[src/rtl/alu_result_stage_if.sv]
// rtl/alu_result_stage_if.sv - handshake and status bundle between ALU units, result stage and writeback
interface alu_result_stage_if #(
    parameter int WIDTH = 32
);
    logic             in_valid;
    logic             in_ready;
    logic [WIDTH-1:0] in_result;
    logic             in_carry;
    logic             in_overflow;

    logic             out_valid;
    logic             out_ready;
    logic [WIDTH-1:0] out_result;
    logic             out_zero;
    logic             out_negative;
    logic             out_carry;
    logic             out_overflow;

    logic             ovf_sticky;
    logic             clear_sticky;
    logic [1:0]       occupancy;

    modport master (
        output in_valid, in_result, in_carry, in_overflow, out_ready, clear_sticky,
        input  in_ready, out_valid, out_result, out_zero, out_negative,
               out_carry, out_overflow, ovf_sticky, occupancy
    );

    modport slave (
        input  in_valid, in_result, in_carry, in_overflow, out_ready, clear_sticky,
        output in_ready, out_valid, out_result, out_zero, out_negative,
               out_carry, out_overflow, ovf_sticky, occupancy
    );
endinterface

[src/rtl/alu_result_stage.sv]
// rtl/alu_result_stage.sv - registered ALU result stage with flag capture and 2-entry skid FIFO
module alu_result_stage #(
    parameter int WIDTH = 32
) (
    input  logic               clk,
    input  logic               reset_n,
    alu_result_stage_if.slave  bus
);
    localparam int EW = WIDTH + 4;

    // Entry layout: {result, zero, negative, carry, overflow}
    logic [EW-1:0] slot [2];
    logic          head;
    logic [1:0]    occ;
    logic          rdy_q;
    logic          sticky_q;

    logic          push;
    logic          pop;
    logic          tail;
    logic [1:0]    occ_next;
    logic [EW-1:0] entry_in;
    logic [EW-1:0] head_entry;

    assign push = bus.in_valid && rdy_q;
    assign pop  = (occ != 2'd0) && bus.out_ready;

    // With one entry held the free slot is the one opposite the head.
    assign tail = head ^ occ[0];

    assign entry_in = {bus.in_result,
                       (bus.in_result == '0),
                       bus.in_result[WIDTH-1],
                       bus.in_carry,
                       bus.in_overflow};

    always_comb begin
        occ_next = occ;
        if (push && !pop) begin
            occ_next = occ + 2'd1;
        end else if (!push && pop) begin
            occ_next = occ - 2'd1;
        end
    end

    always_ff @(posedge clk or negedge reset_n) begin
        if (!reset_n) begin
            slot[0]  <= '0;
            slot[1]  <= '0;
            head     <= 1'b0;
            occ      <= 2'd0;
            rdy_q    <= 1'b0;
            sticky_q <= 1'b0;
        end else begin
            if (push) begin
                slot[tail] <= entry_in;
            end
            if (pop) begin
                head <= ~head;
            end
            occ   <= occ_next;
            rdy_q <= (occ_next != 2'd2);
            // A new overflow on the same edge as a clear must not be lost.
            if (push && bus.in_overflow) begin
                sticky_q <= 1'b1;
            end else if (bus.clear_sticky) begin
                sticky_q <= 1'b0;
            end
        end
    end

    assign head_entry       = slot[head];
    assign bus.out_result   = head_entry[EW-1:4];
    assign bus.out_zero     = head_entry[3];
    assign bus.out_negative = head_entry[2];
    assign bus.out_carry    = head_entry[1];
    assign bus.out_overflow = head_entry[0];
    assign bus.out_valid    = (occ != 2'd0);
    assign bus.in_ready     = rdy_q;
    assign bus.ovf_sticky   = sticky_q;
    assign bus.occupancy    = occ;
endmodule

[src/flat_wrapper.sv]
// flat-port wrapper written by rule: the top's interface ports become plain ports
module alu_result_stage_flat 
#(
    parameter int WIDTH = 32
)
  (clk, reset_n, bus_in_valid, bus_in_result, bus_in_carry, bus_in_overflow, bus_out_ready, bus_clear_sticky, bus_in_ready, bus_out_valid, bus_out_result, bus_out_zero, bus_out_negative, bus_out_carry, bus_out_overflow, bus_ovf_sticky, bus_occupancy);
  alu_result_stage_if #(.WIDTH(WIDTH)) bus_i ();
  input  logic clk;
  input  logic reset_n;
  input wire logic [$bits(bus_i.in_valid)-1:0] bus_in_valid;
  input wire logic [$bits(bus_i.in_result)-1:0] bus_in_result;
  input wire logic [$bits(bus_i.in_carry)-1:0] bus_in_carry;
  input wire logic [$bits(bus_i.in_overflow)-1:0] bus_in_overflow;
  input wire logic [$bits(bus_i.out_ready)-1:0] bus_out_ready;
  input wire logic [$bits(bus_i.clear_sticky)-1:0] bus_clear_sticky;
  output wire logic [$bits(bus_i.in_ready)-1:0] bus_in_ready;
  output wire logic [$bits(bus_i.out_valid)-1:0] bus_out_valid;
  output wire logic [$bits(bus_i.out_result)-1:0] bus_out_result;
  output wire logic [$bits(bus_i.out_zero)-1:0] bus_out_zero;
  output wire logic [$bits(bus_i.out_negative)-1:0] bus_out_negative;
  output wire logic [$bits(bus_i.out_carry)-1:0] bus_out_carry;
  output wire logic [$bits(bus_i.out_overflow)-1:0] bus_out_overflow;
  output wire logic [$bits(bus_i.ovf_sticky)-1:0] bus_ovf_sticky;
  output wire logic [$bits(bus_i.occupancy)-1:0] bus_occupancy;
  assign bus_i.in_valid = bus_in_valid;
  assign bus_i.in_result = bus_in_result;
  assign bus_i.in_carry = bus_in_carry;
  assign bus_i.in_overflow = bus_in_overflow;
  assign bus_i.out_ready = bus_out_ready;
  assign bus_i.clear_sticky = bus_clear_sticky;
  assign bus_in_ready = bus_i.in_ready;
  assign bus_out_valid = bus_i.out_valid;
  assign bus_out_result = bus_i.out_result;
  assign bus_out_zero = bus_i.out_zero;
  assign bus_out_negative = bus_i.out_negative;
  assign bus_out_carry = bus_i.out_carry;
  assign bus_out_overflow = bus_i.out_overflow;
  assign bus_ovf_sticky = bus_i.ovf_sticky;
  assign bus_occupancy = bus_i.occupancy;
  alu_result_stage #(.WIDTH(WIDTH)) u_core (.clk(clk), .reset_n(reset_n), .bus(bus_i));
endmodule
[config.mk]
export PLATFORM = sky130hd
export DESIGN_NAME = alu_result_stage_flat
export DESIGN_NICKNAME = d
export VERILOG_FILES = /design/src/rtl/alu_result_stage_if.sv /design/src/rtl/alu_result_stage.sv /design/src/flat_wrapper.sv
export SDC_FILE = /design/constraint.sdc
export NUM_CORES = 1
export LEC_CHECK = 0
export BUFFER_PORTS_ARGS = -buffer_cell sky130_fd_sc_hd__buf_2
export CAP_MARGIN = 0
export CORE_ASPECT_RATIO = 0.75
export CORE_MARGIN = 5
export CORE_UTILIZATION = 45
export CTS_BUF_LIST = sky130_fd_sc_hd__clkbuf_4
export DETAILED_ROUTE_END_ITERATION = 12
export HOLD_SLACK_MARGIN = 0.02
export PLACE_DENSITY = 0.69
export SLEW_MARGIN = 20
export SYNTH_ARGS = -nofsm -noshare
export SYNTH_HDL_FRONTEND = slang
export SYNTH_SLANG_ARGS = --single-unit
[constraint.sdc]
create_clock -name clk -period 1.86 [get_ports clk]
set_input_delay 0.093 -clock clk [delete_from_list [all_inputs] [get_ports clk]]
set_output_delay 0.093 -clock clk [all_outputs]
set_load 0.005 [all_outputs]
==> results.json <==
{
  "timing.rr.end": "u_core.bus.occupancy[1]",
  "r2r-start": "u_core.bus.occupancy[0]",
  "worst-path-max-fanout": 23,
  "critical_path_required_ns": 1.77,
  "syn_to_final_growth_pct": 30.9,
  "multi_input_area_sq_um": 1460,
  "first_iter_violations": 29,
  "grt_start_max_net_pins": 41,
  "port_buffers": 79,
  "synth_seq_cells": 75,
  "p_total_mw": 7.88,
  "dp.cells": 405,
  "ios": 80,
  "end_kind": "primary output",
  "worstMarginPinSlew_ns": 0.530,
  "finalHoldViolations": 0,
  "worst_setup_path_start_kind": "flip-flop",
  "max_freq_mhz": 573,
  "power_density_nw_per_um2": 1740,
  "coreArea_sq_um": 7400,
  "die_area_sq_um": 9550,
  "ir_worst_vdd_v": 0.000992,
  "finalSetupTns_ns": 0,
  "drc": 0,
  "grtUsageTotal_pct": 16.8,
  "setup_viol": 0,
  "synth.largest_area_cell": "dfrtp_1",
  "diodes": 0,
  "slew_headroom_pct": 64.7,
  "final-max-slew-violation-count": 0,
  "clk_pin_slew_ns": 0.11,
  "criticalPathCategory": "reg -> out",
  "fin_nets": 392,
  "drv_cap": 0,
  "holdPathStages": 3,
  "hold_class": "in -> reg",
  "start_util_pct": 46.7,
  "first_pass_iters": 4,
  "fp-row-count": 27,
  "yosys_warnings": 0,
  "numCtsBuffers": 9,
  "synthDistinctLibCells": 27,
  "period_share_pct": 93.8,
  "grt_pass1_vias": 2567,
  "die_w_um": 111,
  "antenna_found_initial": 0,
  "syn_inst": 229,
  "synthTopCellsByArea": "dfrtp_1 54%, mux2_2 31%, mux2_4 3.0%, buf_6 2.0%, nor4_1 1.4%",
  "totalWireLength_um": 7510,
  "cts_tree": "done",
  "final_cells": 458,
  "synth_commonest_cells": "96 x mux2_2, 75 x dfrtp_1, 8 x nor4_1, 7 x mux2_4",
  "syn-num-nets": 269,
  "vias": 2262,
  "synth_top_area_share_pct": 54.3,
  "overflow": 0,
  "min_period_ns": 1.75,
  "clock_skew_ns": 0.0150,
  "yosysSeqAreaShare_pct": 54.3,
  "synth_edf_count": 0,
  "grt_pass1_wl_um": 12700,
  "holdPathEnd": "u_core.head",
  "wire_per_inst_um": 16.4,
  "yosysMostFrequentCell": "mux2_2",
  "worst_hold_startpoint": "bus_out_ready",
  "grt_setup_unrepaired": "no",
  "final.fill_count": 573,
  "leakagePower_nw": 2.03,
  "clkSinkCount": 75,
  "vias_per_cell": 4.94,
  "h-tree-depth": 3,
  "die_h_um": 85.9,
  "hpwl_um": 5170,
  "rr_worst_depth": 5,
  "reg2reg_slack_ns": 0.19,
  "insertion_delay_ns": 0.42,
  "post_route_cells_drive_above_1_share_pct": 59.1,
  "cts_setup_buffers": 0,
  "worstPathArrival_ns": 1.65,
  "avgSynthCellArea_sq_um": 15.1,
  "ys.flop_type": "dfrtp_1",
  "clk_path_buf_depth": 2,
  "async_reset_ff_share_pct": 100,
  "ff_latch_area_sq_um": 1880,
  "gp_routability_congestion": 0.710,
  "ant_nets": 0,
  "clockRootBuffer": "clkbuf_4",
  "outcome": "finished clean",
  "synth_area_sq_um": 3450
}
==> metrics by stage <==
stage	hold slack, ns	setup slack [ns]	instance area, sq um	util, %
2_1_floorplan	-0.203	0.346	3450	-
3_3_place_gp	0.107	0.280	3990	53.9
3_5_place_dp	0.108	0.194	3990	53.9
4_1_cts	0.0914	0.0694	4520	61.1
5_1_grt	0.115	0.0154	4520	61.1
6_report	0.123	0.114	4520	61.1
==> critical path, stage by stage, from the launching register on <==
cell     delay [ns]
dfrtp_2        0.46
buf_6          0.27
mux2_2         0.38
buf_2          0.13
==> metal layers <==
layer | track usage [%] | up-vias | wire (um)
li1 | - | 1084 | -
met1 | 21.6 | 1123 | 3440
met2 | 27.4 | 48 | 3680
met3 | 5.15 | 7 | 320
met4 | 5.19 | 0 | 69
met5 | 0 | - | 0
==> final cells by class <==
cell class                 count  area share (%)
tap                          101            2.79
clock inverter                 6            1.96
timing repair buffer         123            19.3
multi-input combinational    137            32.2
clock buffer                  10            1.66
inverter                       6           0.498
sequential                    75            41.5
==> registers in the layout, indices dropped and copies added, names as in the netlist <==
signal / count
u_core.slot: 70
u_core.bus.occupancy: 2
u_core.bus.in_ready: 1
u_core.bus.ovf_sticky: 1
u_core.head: 1
==> where the power goes <==
part           internal (mW)  switching (mW)  total [mW]
logic                   2.37            1.48        3.84
clock network          0.563           0.564        1.13
registers               2.45           0.453        2.91
total                   5.38            2.49        7.88
==> placed cells by master (no fill, tap or decap), drive strengths merged, types with 2 or more instances in the layout <==
cell type,netlist,final
buf,11,86
nand2,2,2
clkinv,0,2
o21ai,4,4
xor2,2,2
clkbuf,0,10
nor4,8,8
nor2,2,2
dfrtp,75,75
nand4,2,2
dlygate4sd3,0,37
inv,6,7
mux2,103,103
bufinv,0,2
o41ai,2,2
==> logic make-up (layout without fill, tap and decap cells) <==
group / after synthesis / count (layout) / synth area share [%]
compound gates: 10 / 10 / 1.96
fa+ha+maj: 1 / 1 / 0.362
flops: 75 / 75 / 54.3
buf+inv: 17 / 145 / 3.48
mux: 103 / 103 / 34.3
simple gates: 19 / 19 / 3.59
xor+xnor: 4 / 4 / 1.96
==> worst max-delay path by stage <==
stage | from | end | slack [ns] | cells past startpoint
finish | u_core.head | bus_out_result[21] | 0.11 | 3
global route | u_core.head | bus_out_negative | 0.02 | 3
detailed placement | u_core.bus.occupancy[0] | u_core.bus.occupancy[1] | 0.19 | 5
global placement | u_core.bus.occupancy[0] | u_core.bus.occupancy[1] | 0.28 | 5
floorplan | u_core.head | u_core.slot[0] | 0.35 | 5
CTS | u_core.head | bus_out_result[31] | 0.07 | 3
==> repair_timing <==
| item | CTS | global route |
|---|---|---|
| hold endpoints to repair | 108 | 0 |
| resized for setup | 1 | 0 |
| hold buffers | 37 | 0 |
| endpoints found under the setup margin | 7 | 0 |
Power figures use the tool's default switching activity.
